--- config.mk ---
export PLATFORM = sky130hd
export DESIGN_NAME = regfile_wb_arbiter_flat
export DESIGN_NICKNAME = d
export VERILOG_FILES = /design/src/rtl/regfile_pkg.sv /design/src/rtl/regfile_wb_arbiter_if.sv /design/src/rtl/rr_arbiter2.sv /design/src/rtl/regfile_wb_arbiter.sv /design/src/flat_wrapper.sv
export SDC_FILE = /design/constraint.sdc
export NUM_CORES = 1
export LEC_CHECK = 0
export BUFFER_PORTS_ARGS = -buffer_cell sky130_fd_sc_hd__clkbuf_2
export CAP_MARGIN = 20
export CORE_ASPECT_RATIO = 0.9
export CORE_MARGIN = 2
export CORE_UTILIZATION = 41
export CTS_BUF_LIST = sky130_fd_sc_hd__clkbuf_4 sky130_fd_sc_hd__clkbuf_8 sky130_fd_sc_hd__clkbuf_16
export DETAILED_ROUTE_END_ITERATION = 10
export PLACE_DENSITY_LB_ADDON = 0.3
export SYNTH_ARGS = -nofsm -noshare
export SYNTH_HDL_FRONTEND = slang
export SYNTH_HIERARCHICAL = 1
export SYNTH_SLANG_ARGS = --single-unit
--- constraint.sdc ---
create_clock -name clk -period 1.45 [get_ports clk]
set_input_delay 0.2175 -clock clk [delete_from_list [all_inputs] [get_ports clk]]
set_output_delay 0.2175 -clock clk [all_outputs]
set_load 0.02 [all_outputs]
--- src/rtl/regfile_pkg.sv ---
// Shared constants and source encoding for the register-file write-back arbiter.
package regfile_pkg;

    localparam int unsigned REGFILE_NREGS = 16;
    localparam int unsigned REGFILE_AW    = 4;
    localparam int unsigned REGFILE_DW    = 32;

    typedef enum logic {
        WB_EX = 1'b0,
        WB_LD = 1'b1
    } wb_src_t;

endpackage

--- src/rtl/regfile_wb_arbiter_if.sv ---
// Write-back bus between the execute/load writeback sources, decode and the register file.
interface regfile_wb_arbiter_if
    import regfile_pkg::*;
#(
    parameter int unsigned NREGS = REGFILE_NREGS,
    parameter int unsigned AW    = REGFILE_AW,
    parameter int unsigned DW    = REGFILE_DW
) ();

    logic             ex_valid;
    logic [AW-1:0]    ex_rd;
    logic [DW-1:0]    ex_data;
    logic             ex_ready;
    logic             ld_valid;
    logic [AW-1:0]    ld_rd;
    logic [DW-1:0]    ld_data;
    logic             ld_ready;
    logic             rf_we;
    logic [AW-1:0]    rf_rd;
    logic [DW-1:0]    rf_wdata;
    logic             issue_valid;
    logic [AW-1:0]    issue_rd;
    logic [NREGS-1:0] busy;

    modport slave (
        input  ex_valid, ex_rd, ex_data, ld_valid, ld_rd, ld_data, issue_valid, issue_rd,
        output ex_ready, ld_ready, rf_we, rf_rd, rf_wdata, busy
    );

    modport master (
        output ex_valid, ex_rd, ex_data, ld_valid, ld_rd, ld_data, issue_valid, issue_rd,
        input  ex_ready, ld_ready, rf_we, rf_rd, rf_wdata, busy
    );

endinterface

--- src/rtl/rr_arbiter2.sv ---
// Two-way round-robin arbiter; the pointer moves to the loser only on a contended grant.
module rr_arbiter2
    import regfile_pkg::*;
(
    input  logic       clk,
    input  logic       reset,
    input  logic [1:0] req,
    input  logic       advance,
    output logic [1:0] grant
);

    wb_src_t ptr_q, ptr_d;

    always_ff @(posedge clk or negedge reset) begin
        if (!reset) begin
            ptr_q <= WB_EX;
        end else begin
            ptr_q <= ptr_d;
        end
    end

    always_comb begin
        ptr_d = ptr_q;
        grant = req;
        if (req == 2'b11) begin
            grant = (ptr_q == WB_EX) ? 2'b01 : 2'b10;
            if (advance) begin
                ptr_d = (ptr_q == WB_EX) ? WB_LD : WB_EX;
            end
        end
    end

endmodule

--- src/rtl/regfile_wb_arbiter.sv ---
// Shares the register file write port between execute and load writeback.
// Define REGFILE_WB_SCOREBOARD_EN to build the per-register busy scoreboard.
module regfile_wb_arbiter
    import regfile_pkg::*;
#(
    parameter int unsigned NREGS = REGFILE_NREGS,
    parameter int unsigned AW    = REGFILE_AW,
    parameter int unsigned DW    = REGFILE_DW
) (
    input logic                 clk,
    input logic                 reset,
    regfile_wb_arbiter_if.slave wb
);

    logic [1:0]    req;
    logic [1:0]    grant;
    logic          xfer;
    logic [AW-1:0] win_rd;
    logic [DW-1:0] win_data;

    logic          rf_we_q;
    logic [AW-1:0] rf_rd_q;
    logic [DW-1:0] rf_wdata_q;

    assign req = {wb.ld_valid, wb.ex_valid};

    rr_arbiter2 u_arb (
        .clk     (clk),
        .reset   (reset),
        .req     (req),
        .advance (wb.ex_valid & wb.ld_valid),
        .grant   (grant)
    );

    assign wb.ex_ready = grant[0];
    assign wb.ld_ready = grant[1];

    always_comb begin
        xfer     = |grant;
        win_rd   = grant[1] ? wb.ld_rd   : wb.ex_rd;
        win_data = grant[1] ? wb.ld_data : wb.ex_data;
    end

    // Register 0 is hardwired zero: the request is consumed but never written.
    always_ff @(posedge clk or negedge reset) begin
        if (!reset) begin
            rf_we_q    <= 1'b0;
            rf_rd_q    <= '0;
            rf_wdata_q <= '0;
        end else begin
            rf_we_q <= xfer && (win_rd != '0);
            if (xfer) begin
                rf_rd_q    <= win_rd;
                rf_wdata_q <= win_data;
            end
        end
    end

    assign wb.rf_we    = rf_we_q;
    assign wb.rf_rd    = rf_rd_q;
    assign wb.rf_wdata = rf_wdata_q;

`ifdef REGFILE_WB_SCOREBOARD_EN
    logic [NREGS-1:0] busy_q, busy_d;

    // A fresh issue outranks the clear from a retiring write to the same register.
    always_comb begin
        busy_d = busy_q;
        if (rf_we_q) begin
            busy_d[rf_rd_q] = 1'b0;
        end
        if (wb.issue_valid && (wb.issue_rd != '0)) begin
            busy_d[wb.issue_rd] = 1'b1;
        end
        busy_d[0] = 1'b0;
    end

    always_ff @(posedge clk or negedge reset) begin
        if (!reset) begin
            busy_q <= '0;
        end else begin
            busy_q <= busy_d;
        end
    end

    assign wb.busy = busy_q;
`else
    logic unused_issue;
    assign unused_issue = ^{wb.issue_valid, wb.issue_rd};
    assign wb.busy      = '0;
`endif

endmodule

--- src/flat_wrapper.sv ---
// flat-port wrapper written by rule: the top's interface ports become plain ports
module regfile_wb_arbiter_flat import regfile_pkg::*;
#(
    parameter int unsigned NREGS = REGFILE_NREGS,
    parameter int unsigned AW    = REGFILE_AW,
    parameter int unsigned DW    = REGFILE_DW
)
  (clk, reset, wb_ex_valid, wb_ex_rd, wb_ex_data, wb_ld_valid, wb_ld_rd, wb_ld_data, wb_issue_valid, wb_issue_rd, wb_ex_ready, wb_ld_ready, wb_rf_we, wb_rf_rd, wb_rf_wdata, wb_busy);
  regfile_wb_arbiter_if #(.NREGS(NREGS), .AW(AW), .DW(DW)) wb_i ();
  input logic clk;
  input logic reset;
  input wire logic [$bits(wb_i.ex_valid)-1:0] wb_ex_valid;
  input wire logic [$bits(wb_i.ex_rd)-1:0] wb_ex_rd;
  input wire logic [$bits(wb_i.ex_data)-1:0] wb_ex_data;
  input wire logic [$bits(wb_i.ld_valid)-1:0] wb_ld_valid;
  input wire logic [$bits(wb_i.ld_rd)-1:0] wb_ld_rd;
  input wire logic [$bits(wb_i.ld_data)-1:0] wb_ld_data;
  input wire logic [$bits(wb_i.issue_valid)-1:0] wb_issue_valid;
  input wire logic [$bits(wb_i.issue_rd)-1:0] wb_issue_rd;
  output wire logic [$bits(wb_i.ex_ready)-1:0] wb_ex_ready;
  output wire logic [$bits(wb_i.ld_ready)-1:0] wb_ld_ready;
  output wire logic [$bits(wb_i.rf_we)-1:0] wb_rf_we;
  output wire logic [$bits(wb_i.rf_rd)-1:0] wb_rf_rd;
  output wire logic [$bits(wb_i.rf_wdata)-1:0] wb_rf_wdata;
  output wire logic [$bits(wb_i.busy)-1:0] wb_busy;
  assign wb_i.ex_valid = wb_ex_valid;
  assign wb_i.ex_rd = wb_ex_rd;
  assign wb_i.ex_data = wb_ex_data;
  assign wb_i.ld_valid = wb_ld_valid;
  assign wb_i.ld_rd = wb_ld_rd;
  assign wb_i.ld_data = wb_ld_data;
  assign wb_i.issue_valid = wb_issue_valid;
  assign wb_i.issue_rd = wb_issue_rd;
  assign wb_ex_ready = wb_i.ex_ready;
  assign wb_ld_ready = wb_i.ld_ready;
  assign wb_rf_we = wb_i.rf_we;
  assign wb_rf_rd = wb_i.rf_rd;
  assign wb_rf_wdata = wb_i.rf_wdata;
  assign wb_busy = wb_i.busy;
  regfile_wb_arbiter #(.NREGS(NREGS), .AW(AW), .DW(DW)) u_core (.clk(clk), .reset(reset), .wb(wb_i));
endmodule
---- Yosys cells after proc, flatten, opt, wreduce, memory -nomap -nowiden ----
Cells that the tools add are included.
operators by class
  equal/unequal tests ..................... 1
  multiplexer cells ....................... 5
  bitwise gates (word level) .............. 1
  reduce and logical (&&, ||, !) cells .... 4
operators with widths
  operator            count
  $mux 32             1
  $mux 2              2
  $mux 4              1
  $reduce_bool 4->1   1
  $eq 2x2->1 const B  1
  $reduce_and 2->1    1
  $reduce_or 2->1     1
  $and 1x1->1         1
  $logic_and 1x1->1   1
  $mux 1              1
word-level totals
  bits in registers ....................... 38
  input port bits ......................... 81
  output and inout port bits .............. 55
  logic and storage cells ................. 15

---- Logic depth before layout (Yosys ltp) ----
Gate-level depths: netlist of the first run.
  depth in word-level cells ............... 5
  depth in mapped cells ................... 6

---- Modules after synthesis ----
The synthesis of the first run kept the hierarchy.
by module, submodules not included
  module              instances  cells an instance  area an instance (um^2)  sequential area each (um^2)
  regfile_wb_arbiter  1          179                1,871.8                  925.9
  rr_arbiter2         1          6                  57.6                     25.0

---- Worst setup path before layout of the first run ----
Ideal clock, no wire load.
  path type ............................... reg-to-reg
  start ................................... register u_core.u_arb.ptr_q
  end ..................................... register u_core.rf_wdata_q[16], in the netlist u_core/wb.rf_wdata[16]
  library setup time ...................... 0.120 ns
  data arrival time ....................... 1.662 ns
  required time ........................... 1.330 ns
  slack ................................... -0.332 ns
  stages on the path, launching flop included .. 6
  path buffers ............................ 2
  path through ............................ dfrtp_1 -> a21boi_0 -> buf_6 -> buf_12 -> mux2i_1 -> o21ai_2
between the ends
  word-level cells in the longest chain between the ends .. 3
  elaborated cells between the ends (all ways) .. 4
RTL lines
  element                 line                      text
  start, declared         rr_arbiter2.sv:12         wb_src_t ptr_q, ptr_d;
  start signal, assigned  rr_arbiter2.sv:18         ptr_q <= ptr_d;
  $mux 2                  rr_arbiter2.sv:26         grant = (ptr_q == WB_EX) ? 2'b01 : 2'b10;
  $mux 2                  rr_arbiter2.sv:25         if (req == 2'b11) begin
  via wb_ex_ready         flat_wrapper.sv:20        output wire logic [$bits(wb_i.ex_ready)-1:0] wb_ex_ready;
  $reduce_or 2->1         regfile_wb_arbiter.sv:39  xfer = |grant;
  end signal, assigned    regfile_wb_arbiter.sv:54  rf_wdata_q <= win_data;
  end, declared           regfile_wb_arbiter.sv:23  logic [DW-1:0] rf_wdata_q;
The timed path passes the listed nets, and every way through them passes these cells.
A chain may end at the register's enable or synchronous reset.

---- Worst setup path in the final report of the first run ----
  start ................................... register u_core.u_arb.ptr_q
  end ..................................... output port wb_ex_ready
between the ends
  word-level cells in the longest chain between the ends .. 2
RTL lines
  element        line
  $mux 2         rr_arbiter2.sv:26
  $mux 2         rr_arbiter2.sv:25
  end, declared  flat_wrapper.sv:20
No other way between the ends.

==> results.yml, run 1 <==
place:
  dp_hpwl_mm: 3.18
  place.gp.congestion: 0.721
  dp_slack_ns: 0.146
  dp_cells: 353
  io_buffers: 114
  placed_area_um2: 2510
logic_synthesis:
  yosys_warnings: 6
  synth_seq_area_share: 0.493
  synth_fa_ha_area_frac: 0
  synth_seq_cells: 38
  synth.distinct_cells: 20
  syn_area_per_cell_um2: 10.4
  synth_top_family_by_area: "multiplexers"
  syn_inst: 185
  synth-compound-area-share: 0.110
  yosys.area_share.simple: 0.0824
  muxShareOfSynthArea: 0.187
  synth_xor_area_frac: 0.00454
  syn_area_um2: 1930
global_routing:
  antenna_found_initial: 0
  track_usage: 0.163
  grt_pass1_wl_mm: 7.04
  first_global_vias: 1579
  grt_overflow: 0
  grt_max_degree: 45
route:
  drt_iter0_markers: 41
  wl_mm: 4.15
  antenna_left: 0
  wire_per_inst_um: 11.3
  drtPass1Iterations: 4
  drc: 0
  routed-via-count: 1646
  via_per_inst: 4.50
setup_path:
  worstReg2RegStart: "u_core/u_arb/ptr_q$_DFFE_PN0P_"
  cp.arrival_ns: 1.18
  rrSetupSlack_ns: 0.07
  critPathKind: "reg -> out"
  worst_ep_required_time_ns: 1.23
  critPathCaptureType: "primary output"
  r2r_end: "u_core/wb.rf_wdata[16]$_DFFE_PN0P_"
  worstPathMaxFanout: 3
  rr_worst_depth: 5
  cp-start-kind: "flop"
clock_tree:
  htree_levels: 2
  clkTransAtPathRegs_ns: 0.07
  cts_sinks: 38
  numCtsBuffers: 5
  cts.path.max_buffers: 2
  clk_latency_ns: 0.28
  cts-root-buf: "clkbuf_8"
  tritoncts: "built"
timing:
  setup_viol: 0
  final_max_slew_viol_count: 0
  timing.hold.ws_ns: 0.142
  fmax_mhz: 714
  final_hold_viol_count: 0
  setup_slack_ns: 0.0499
  finalClockSkew_ns: 0.00206
  layout_worst_path_cycle_share: 0.966
  period_needed_ns: 1.40
worst_hold_path:
  worstHoldPathType: "in -> reg"
  hold_path.startpoint: "wb_ld_data[16]"
  holdPathStages: 3
  hold_end: "u_core/wb.rf_wdata[16]$_DFFE_PN0P_"
floorplanning:
  fp.dieW_um: 76.3
  die_h_um: 69.1
  rows: 23
  die_area_um2: 5270
  core-area_um2: 4490
  initial_utilization: 0.430
  ioPinCount: 136
final_layout:
  drive_gt1_frac: 0.441
  layout.cells.non_filler: 366
  finalNetCount: 384
  diodes: 0
  area_growth_syn_to_layout_pct: 38.7
  fin_util: 0.596
  final_cell_area_um2: 2680
flow_run:
  drv_cap: 0
pwr:
  p_int_uw: 2610
  combPwrFrac: 0.408
  swShare: 0.368
  pwr-share-seq: 0.374
  clkPwrFrac: 0.218
  power.density_nw_per_um2: 1540
  ir_worst_vdd_mv: 0.811
  power_leakage_uw: 0.00144
  p_sw_uw: 1520
run_status:
  status: "finished, final reports clean"
per-stage QoR:
stage / power [uW] / TNS [ns]
3_3_place_gp: 3160 / 0
6_report: 4120 / 0
4_1_cts: 4170 / 0
3_5_place_dp: 3200 / 0
2_1_floorplan: 2670 / 0
5_1_grt: 4390 / -0.000721
cells in the mapped netlist:
cell type  number  area (um^2)
nand2_1        36          135
clkbuf_1        3         11.3
a21boi_0        2         15.0
conb_1          1         3.75
inv_1           1         3.75
mux2i_1        36          360
buf_2           4         20.0
o21ai_1        29          145
dfrtp_1        38          951
o21ai_2         1         8.76
and2_1          1         6.26
o41ai_1         1         8.76
nand2b_1        1         6.26
o21ai_0         7         35.0
nor4_1          1         6.26
buf_4          17          128
buf_12          3         60.1
nand3_1         1         5.00
xnor2_1         1         8.76
buf_6           1         11.3
layer usage:
metal  wire length, um  up-vias  share of wire  global-route usage
li1                  -      832              -                   -
met1              1820      719           0.44               0.205
met3               376        7          0.091              0.0537
met2              1910       88           0.46               0.266
met5                 0        -              0                   0
met4                41        0         0.0099              0.0525
final cells by class:
| type | count | area [um^2] |
|---|---|---|
| Timing Repair Buffer | 124 | 707 |
| Multi-Input combinational cell | 133 | 823 |
| Clock buffer | 7 | 83.8 |
| Fill cell | 424 | 1810 |
| Clock inverter | 1 | 30.0 |
| Tap cell | 62 | 77.6 |
| Sequential cell | 38 | 951 |
| Inverter | 1 | 3.75 |
power by group through the flow:
stage | logic (uW) | registers, uW | clock network [uW]
floorplan | 748 | 1920 | 0
global placement | 1610 | 1550 | 0
detailed placement | 1640 | 1560 | 0
CTS | 1690 | 1550 | 938
global route | 1820 | 1590 | 975
finish | 1680 | 1540 | 900
critical path, cell delays in order (launching register included):
cell      delay [ns]
dfrtp_1         0.42
a21boi_4        0.21
buf_12          0.13
clkbuf_8        0.13
state kept, by name (all words and copies together) (netlist names):
signal,cells
u_core/wb.rf_wdata,32
u_core/wb.rf_rd,4
u_core/u_arb/ptr_q,1
u_core/wb.rf_we,1
cell usage in the layout, fill, tap and decap left out, drive strengths merged:
master         n
a21boi         2
and2           1
buf            9
bufinv         1
clkbuf       121
conb          16
dfrtp         38
dlygate4sd3    1
inv            1
mux2i         36
nand2         36
nand2b         1
nand3          1
nor4           1
o21ai         37
o41ai          1
xnor2          1
logic make-up (layout without fill, tap and decap cells):
kind of cell | after synthesis | in the layout
AOI/OAI and AO/OA | 40 | 40
xor gates and xnor gates | 1 | 1
buffers and inverters | 29 | 133
DFF | 38 | 38
muxes | 36 | 36
other | 1 | 16
and+or+nand+nor | 40 | 40
worst max-delay path by stage:
| stage | startpoint | endpoint | slack [ns] | cells past startpoint |
|---|---|---|---|---|
| 3_3_place_gp | u_core/u_arb/ptr_q$_DFFE_PN0P_ | u_core/wb.rf_wdata[28]$_DFFE_PN0P_ | 0.19 | 4 |
| 6_report | u_core/u_arb/ptr_q$_DFFE_PN0P_ | wb_ex_ready | 0.05 | 3 |
| 4_1_cts | u_core/u_arb/ptr_q$_DFFE_PN0P_ | wb_ex_ready | 0.01 | 3 |
| 5_1_grt | u_core/u_arb/ptr_q$_DFFE_PN0P_ | wb_ex_ready | -0.0007 | 3 |
| 3_5_place_dp | u_core/u_arb/ptr_q$_DFFE_PN0P_ | u_core/wb.rf_wdata[28]$_DFFE_PN0P_ | 0.15 | 4 |
| 2_1_floorplan | u_core/u_arb/ptr_q$_DFFE_PN0P_ | u_core/wb.rf_wdata[16]$_DFFE_PN0P_ | 0.02 | 5 |
timing repair:
item	4_1_cts	5_1_grt
buffers inserted	3	1
resized for setup	2	0
hold buffers	1	0
endpoints found under the hold margin	17	0
pin swaps	1	1
cloned	0	0
endpoints found under the setup margin	1	8
Power figures use the tool's default switching activity.
==> run 2: changes to the inputs <==
--- a/config.mk
+++ b/config.mk
@@ -12,6 +12,7 @@
 export CORE_UTILIZATION = 41
 export CTS_BUF_LIST = sky130_fd_sc_hd__clkbuf_4 sky130_fd_sc_hd__clkbuf_8 sky130_fd_sc_hd__clkbuf_16
 export DETAILED_ROUTE_END_ITERATION = 10
+export GPL_TIMING_DRIVEN = 0
 export PLACE_DENSITY_LB_ADDON = 0.3
 export SYNTH_ARGS = -nofsm -noshare
 export SYNTH_HDL_FRONTEND = slang
==> run 2 against run 1 <==
Clock power fell by 17%. Cell area grew 3.4%. Die area did not move. First-iteration DRC count up 140%. Worst hold slack got worse by 0.074 ns. Sequential cell count unchanged. Total power shrank 2.8%. Utilization increased by 2.0 points.
==> results.yml, run 2 (synthesized netlist as in run 1, its figures left out) <==
floorplanning:
  die_area_um2: 5270
  rows: 23
  ioPinCount: 136
  core-area_um2: 4490
  fp.dieW_um: 76.3
  die_h_um: 69.1
  initial_utilization: 0.430
global_routing:
  grt_overflow: 0
  first_global_vias: 1574
  grt_pass1_wl_mm: 7.21
  gr-usage-met3: 0.0563
  track_usage: 0.170
  top_usage_layer: "met2"
  grt_max_degree: 39
  use_met2: 0.267
  met1_usage: 0.220
  antenna_found_initial: 0
final_layout:
  diodes: 0
  fillers: 393
  largest_reg_flops: 32
  finalNetCount: 405
  mostFrequentLayoutCell: "clkbuf_2"
  area_growth_syn_to_layout_pct: 43.4
  fin_util: 0.616
  drive_gt1_frac: 0.480
  layout_common_cells: "clkbuf_2 (116), dfrtp_1 (38), mux2i_1 (36), nand2_1 (36), o21ai_1 (29)"
flow_run:
  drv_cap: 0
setup_path:
  slowest_delay_ns: 0.40
  critPathCaptureType: "primary output"
  cp.depth: 3
  worst_ep_required_time_ns: 1.23
  critPathSlowestCell: "dfrtp_1"
  worstPathMaxFanout: 3
  startpoint: "u_core/u_arb/ptr_q$_DFFE_PN0P_"
  r2r_end: "u_core/wb.rf_wdata[1]$_DFFE_PN0P_"
  rrSetupSlack_ns: 0.12
  critPathTopFamily: "flip-flops"
  crit_path_cell_trace: "inv_1 > a21boi_2 > clkbuf_2"
  cp-start-kind: "flop"
  critPathKind: "reg -> out"
  cp.buffers_inverters: 2
  cp.arrival_ns: 1.12
  worstReg2RegStart: "u_core/u_arb/ptr_q$_DFFE_PN0P_"
  rr_worst_depth: 5
timing:
  setup_viol: 0
  timing.hold.ws_ns: 0.0677
  final_hold_viol_count: 0
  period_needed_ns: 1.33
  setup_slack_ns: 0.117
  finalClockSkew_ns: 0.00221
  final_max_slew_viol_count: 0
  fmax_mhz: 750
  rsz0062_at_grt: "no"
  layout_worst_path_cycle_share: 0.919
  slew_headroom: 0.378
  tightest_slew_ns: 0.933
route:
  drc: 0
  wl_mm: 4.50
  wire_per_inst_um: 11.6
  drt_iter0_markers: 98
  drtPass1Iterations: 5
  routed-via-count: 1722
  antenna_left: 0
  via_per_inst: 4.45
clock_tree:
  htree_levels: 2
  cts.path.max_buffers: 2
  ctsHoldBuffers: 0
  numCtsBuffers: 5
  cts_sinks: 38
  clk_latency_ns: 0.28
  clkTransAtPathRegs_ns: 0.07
  tritoncts: "built"
  cts-root-buf: "clkbuf_8"
worst_hold_path:
  worstHoldPathType: "in -> async"
run_status:
  status: "finished, final reports clean"
place:
  place.gp.congestion: 0.743
  dp_hpwl_mm: 3.45
  io_buffers: 114
  dp_slack_ns: -0.0509
pwr:
  power.density_nw_per_um2: 1450
  power_leakage_uw: 0.00152
  ir_worst_vdd_mv: 0.677
  power_uw: 4010
## run 2: cell types whose count changed in the layout (fill, tap and decap cells not counted), sizes merged
cell         change
buf             +18
clkbuf           +4
bufinv           -1
clkinv           +1
dlygate4sd3      -1
## run 2: final cells by class
class,instances,area [um^2],share of cell area
inverter,1,3.75,0.00136
clock inverter,1,5.00,0.00181
tap,62,77.6,0.0280
buffer,28,239,0.0863
timing repair buffer,117,593,0.214
sequential,38,951,0.344
clock buffer,7,90.1,0.0325
multi-input combinational,133,808,0.292
## run 2: where the power goes
group / switching [uW] / internal (uW)
sequential: 173 / 1370
combinational: 1020 / 702
clock: 344 / 402
## run 2: repair_timing
action,CTS,global route
setup buffers,0,3
gates resized for setup,3,3
gates cloned,0,0
endpoints found under the setup margin,23,3
## run 2: per-layer routing
metal | up-vias | share of wire
li1 | 874 | -
met1 | 756 | 0.46
met2 | 86 | 0.44
met3 | 6 | 0.086
met4 | 0 | 0.011
met5 | - | 0
## run 2: worst max path at each step
stage                                               endpoint  slack [ns]
after CTS                          u_core/wb.rf_we$_DFF_PN0_        0.06
after global routing          u_core/wb.rf_rd[0]$_DFFE_PN0P_       0.006
final                                            wb_ld_ready        0.12
after floorplan           u_core/wb.rf_wdata[16]$_DFFE_PN0P_        0.02
after detailed placement  u_core/wb.rf_wdata[18]$_DFFE_PN0P_       -0.05
after global placement     u_core/wb.rf_wdata[9]$_DFFE_PN0P_       -0.02
## run 2: worst register-to-register path, stage by stage, from the launching register on
cell and delay (ns):
dfrtp_1 0.42, a21boi_2 0.17, buf_6 0.18, buf_12 0.16
mux2i_1 0.20, o21ai_1 0.08
## run 2: stage by stage
stage	area [um^2]	cells	TNS, ns
after detailed placement	2640	376	-0.404
after global routing	2770	387	0
after global placement	2640	376	-0.114
final	2770	387	0
after floorplan	1990	200	0
after CTS	2740	384	0
==> run 3: changes to the inputs <==
--- a/config.mk
+++ b/config.mk
@@ -5,10 +5,10 @@
 export SDC_FILE = /design/constraint.sdc
 export NUM_CORES = 1
 export LEC_CHECK = 0
-export BUFFER_PORTS_ARGS = -buffer_cell sky130_fd_sc_hd__clkbuf_2
+export BUFFER_PORTS_ARGS = -buffer_cell sky130_fd_sc_hd__buf_2
 export CAP_MARGIN = 20
 export CORE_ASPECT_RATIO = 0.9
-export CORE_MARGIN = 2
+export CORE_MARGIN = 1.5
 export CORE_UTILIZATION = 41
 export CTS_BUF_LIST = sky130_fd_sc_hd__clkbuf_4 sky130_fd_sc_hd__clkbuf_8 sky130_fd_sc_hd__clkbuf_16
 export DETAILED_ROUTE_END_ITERATION = 10
==> run 3 against run 2 <==
Sequential share of layout area is 0.44 points lower. Clock power increased by 43%. Clock-buffer cell count fell by 2. Largest cell class unchanged. Setup slack got worse by 0.038 ns. Via count rose by 2.0%. Critical path type is now reg -> reg. Cell area increased by 1.3%. Worst hold slack got worse by 0.046 ns. Largest power group unchanged. Sequential power barely moved. Total power up 7.9%. Non-clock buffer count decreased by 3. Utilization up 0.81 points. Critical path depth up 2.
==> results.yml, run 3 (synthesized netlist as in run 1, its figures left out) <==
final_layout:
  multi_input_area_um2: 808
  final_cell_area_um2: 2800
  ff_latch_area_um2: 951
  layout_common_cells: "buf_2 (114), dfrtp_1 (38), mux2i_1 (36), nand2_1 (36), o21ai_1 (29)"
  fin_util: 0.625
  drive_gt1_frac: 0.475
  finalNetCount: 402
  diodes: 0
  mostFrequentLayoutCell: "buf_2"
  fillers: 406
  area_growth_syn_to_layout_pct: 45.3
  layout.cells.non_filler: 384
  largest_reg_flops: 32
setup_path:
  slowest_delay_ns: 0.42
  rrSetupSlack_ns: 0.08
  cp.depth: 5
  critPathKind: "reg -> reg"
  critPathSlowestCell: "dfrtp_1"
  cp-start-kind: "flop"
  rr_worst_depth: 5
  r2r_end: "u_core/wb.rf_wdata[17]$_DFFE_PN0P_"
  cp.buffers_inverters: 2
  worstReg2RegStart: "u_core/u_arb/ptr_q$_DFFE_PN0P_"
  critPathTopFamily: "flip-flops"
  crit_path_end: "u_core/wb.rf_wdata[17]$_DFFE_PN0P_"
  critPathCaptureType: "flop"
  startpoint: "u_core/u_arb/ptr_q$_DFFE_PN0P_"
  cp.arrival_ns: 1.55
  worst_ep_required_time_ns: 1.63
  crit_path_cell_trace: "a21boi_2 > buf_6 > buf_12 > mux2i_1 > o21ai_1"
  worstPathMaxFanout: 10
clock_tree:
  cts-root-buf: "clkbuf_8"
  cts_sinks: 38
  clkTransAtPathRegs_ns: 0.08
  cts.path.max_buffers: 2
  numCtsBuffers: 5
  tritoncts: "built"
  clk_latency_ns: 0.29
  htree_levels: 2
global_routing:
  first_global_vias: 1533
  grt_pass1_wl_mm: 6.78
  grt_overflow: 0
  track_usage: 0.179
  antenna_found_initial: 0
  grt_max_degree: 39
floorplanning:
  die_h_um: 68.1
  core-area_um2: 4490
  initial_utilization: 0.430
  die_area_um2: 5130
  rows: 23
  fp.dieW_um: 75.3
  ioPinCount: 136
route:
  antenna_left: 0
  drt_iter0_markers: 52
  routed-via-count: 1757
  drtPass1Iterations: 4
  via_per_inst: 4.58
  drc: 0
  wire_per_inst_um: 11.9
  wl_mm: 4.56
place:
  place.gp.congestion: 0.792
  io_buffers: 114
  dp_slack_ns: -0.0290
  placed_area_um2: 2640
  dp_cells: 376
  dp_hpwl_mm: 3.48
timing:
  finalClockSkew_ns: 0.00239
  final_hold_viol_count: 0
  layout_worst_path_cycle_share: 0.945
  slew_headroom: 0.450
  period_needed_ns: 1.37
  tightest_slew_ns: 0.825
  setup_viol: 0
  final_max_slew_viol_count: 0
  setup_slack_ns: 0.0791
  fmax_mhz: 729
  rsz0062_at_grt: "no"
flow_run:
  drv_cap: 0
worst_hold_path:
  worstHoldPathType: "in -> async"
pwr:
  ir_worst_vdd_mv: 0.740
  power.density_nw_per_um2: 1540
  power_leakage_uw: 0.00151
run_status:
  status: "finished, final reports clean"
[run 3: layout make-up]
| cell class | instances | share of cell area |
|---|---|---|
| Timing Repair Buffer | 115 | 0.206 |
| Multi-Input combinational cell | 133 | 0.288 |
| Sequential cell | 38 | 0.339 |
| Buffer | 27 | 0.0884 |
| Clock buffer | 5 | 0.0245 |
| Clock inverter | 3 | 0.0245 |
| Inverter | 1 | 0.00134 |
| Tap cell | 62 | 0.0277 |
[run 3: per-stage QoR]
| stage | power (uW) | TNS, ns | hold WS, ns |
|---|---|---|---|
| final | 4320 | 0 | 0.0220 |
| after global routing | 4600 | 0 | 0.0874 |
| after CTS | 4360 | 0 | 0.0479 |
| after detailed placement | 3270 | -0.202 | 0.379 |
| after global placement | 3220 | -0.0470 | 0.373 |
| after floorplan | 2670 | 0 | -0.0781 |
[run 3: layer usage]
layer,part of all wire,up-vias,GRT usage
li1,-,872,-
met5,0,-,0
met2,0.48,82,0.302
met4,0.0083,0,0.0804
met3,0.087,4,0.0442
met1,0.43,799,0.215
[run 3: report_power, final]
| part | switching [uW] | internal [uW] |
|---|---|---|
| clock network | 380 | 689 |
| registers | 157 | 1370 |
| logic | 1020 | 707 |
[run 3: worst min path at each step]
stage          start                                end  slack, ns  cells past startpoint
4_1_cts        reset  u_core/wb.rf_wdata[7]$_DFFE_PN0P_       0.05                      1
3_5_place_dp   reset  u_core/wb.rf_wdata[3]$_DFFE_PN0P_       0.38                      1
6_report       reset  u_core/wb.rf_wdata[6]$_DFFE_PN0P_       0.02                      1
2_1_floorplan  reset     u_core/u_arb/ptr_q$_DFFE_PN0P_      -0.08                      0
5_1_grt        reset  u_core/wb.rf_wdata[8]$_DFFE_PN0P_       0.09                      1
3_3_place_gp   reset  u_core/wb.rf_wdata[3]$_DFFE_PN0P_       0.37                      1
[run 3: timing repair]
action | 4_1_cts | 5_1_grt
endpoints found under the setup margin | 22 | 37
gates resized for setup | 2 | 9
buffers inserted | 0 | 1
hold buffers | 0 | 0
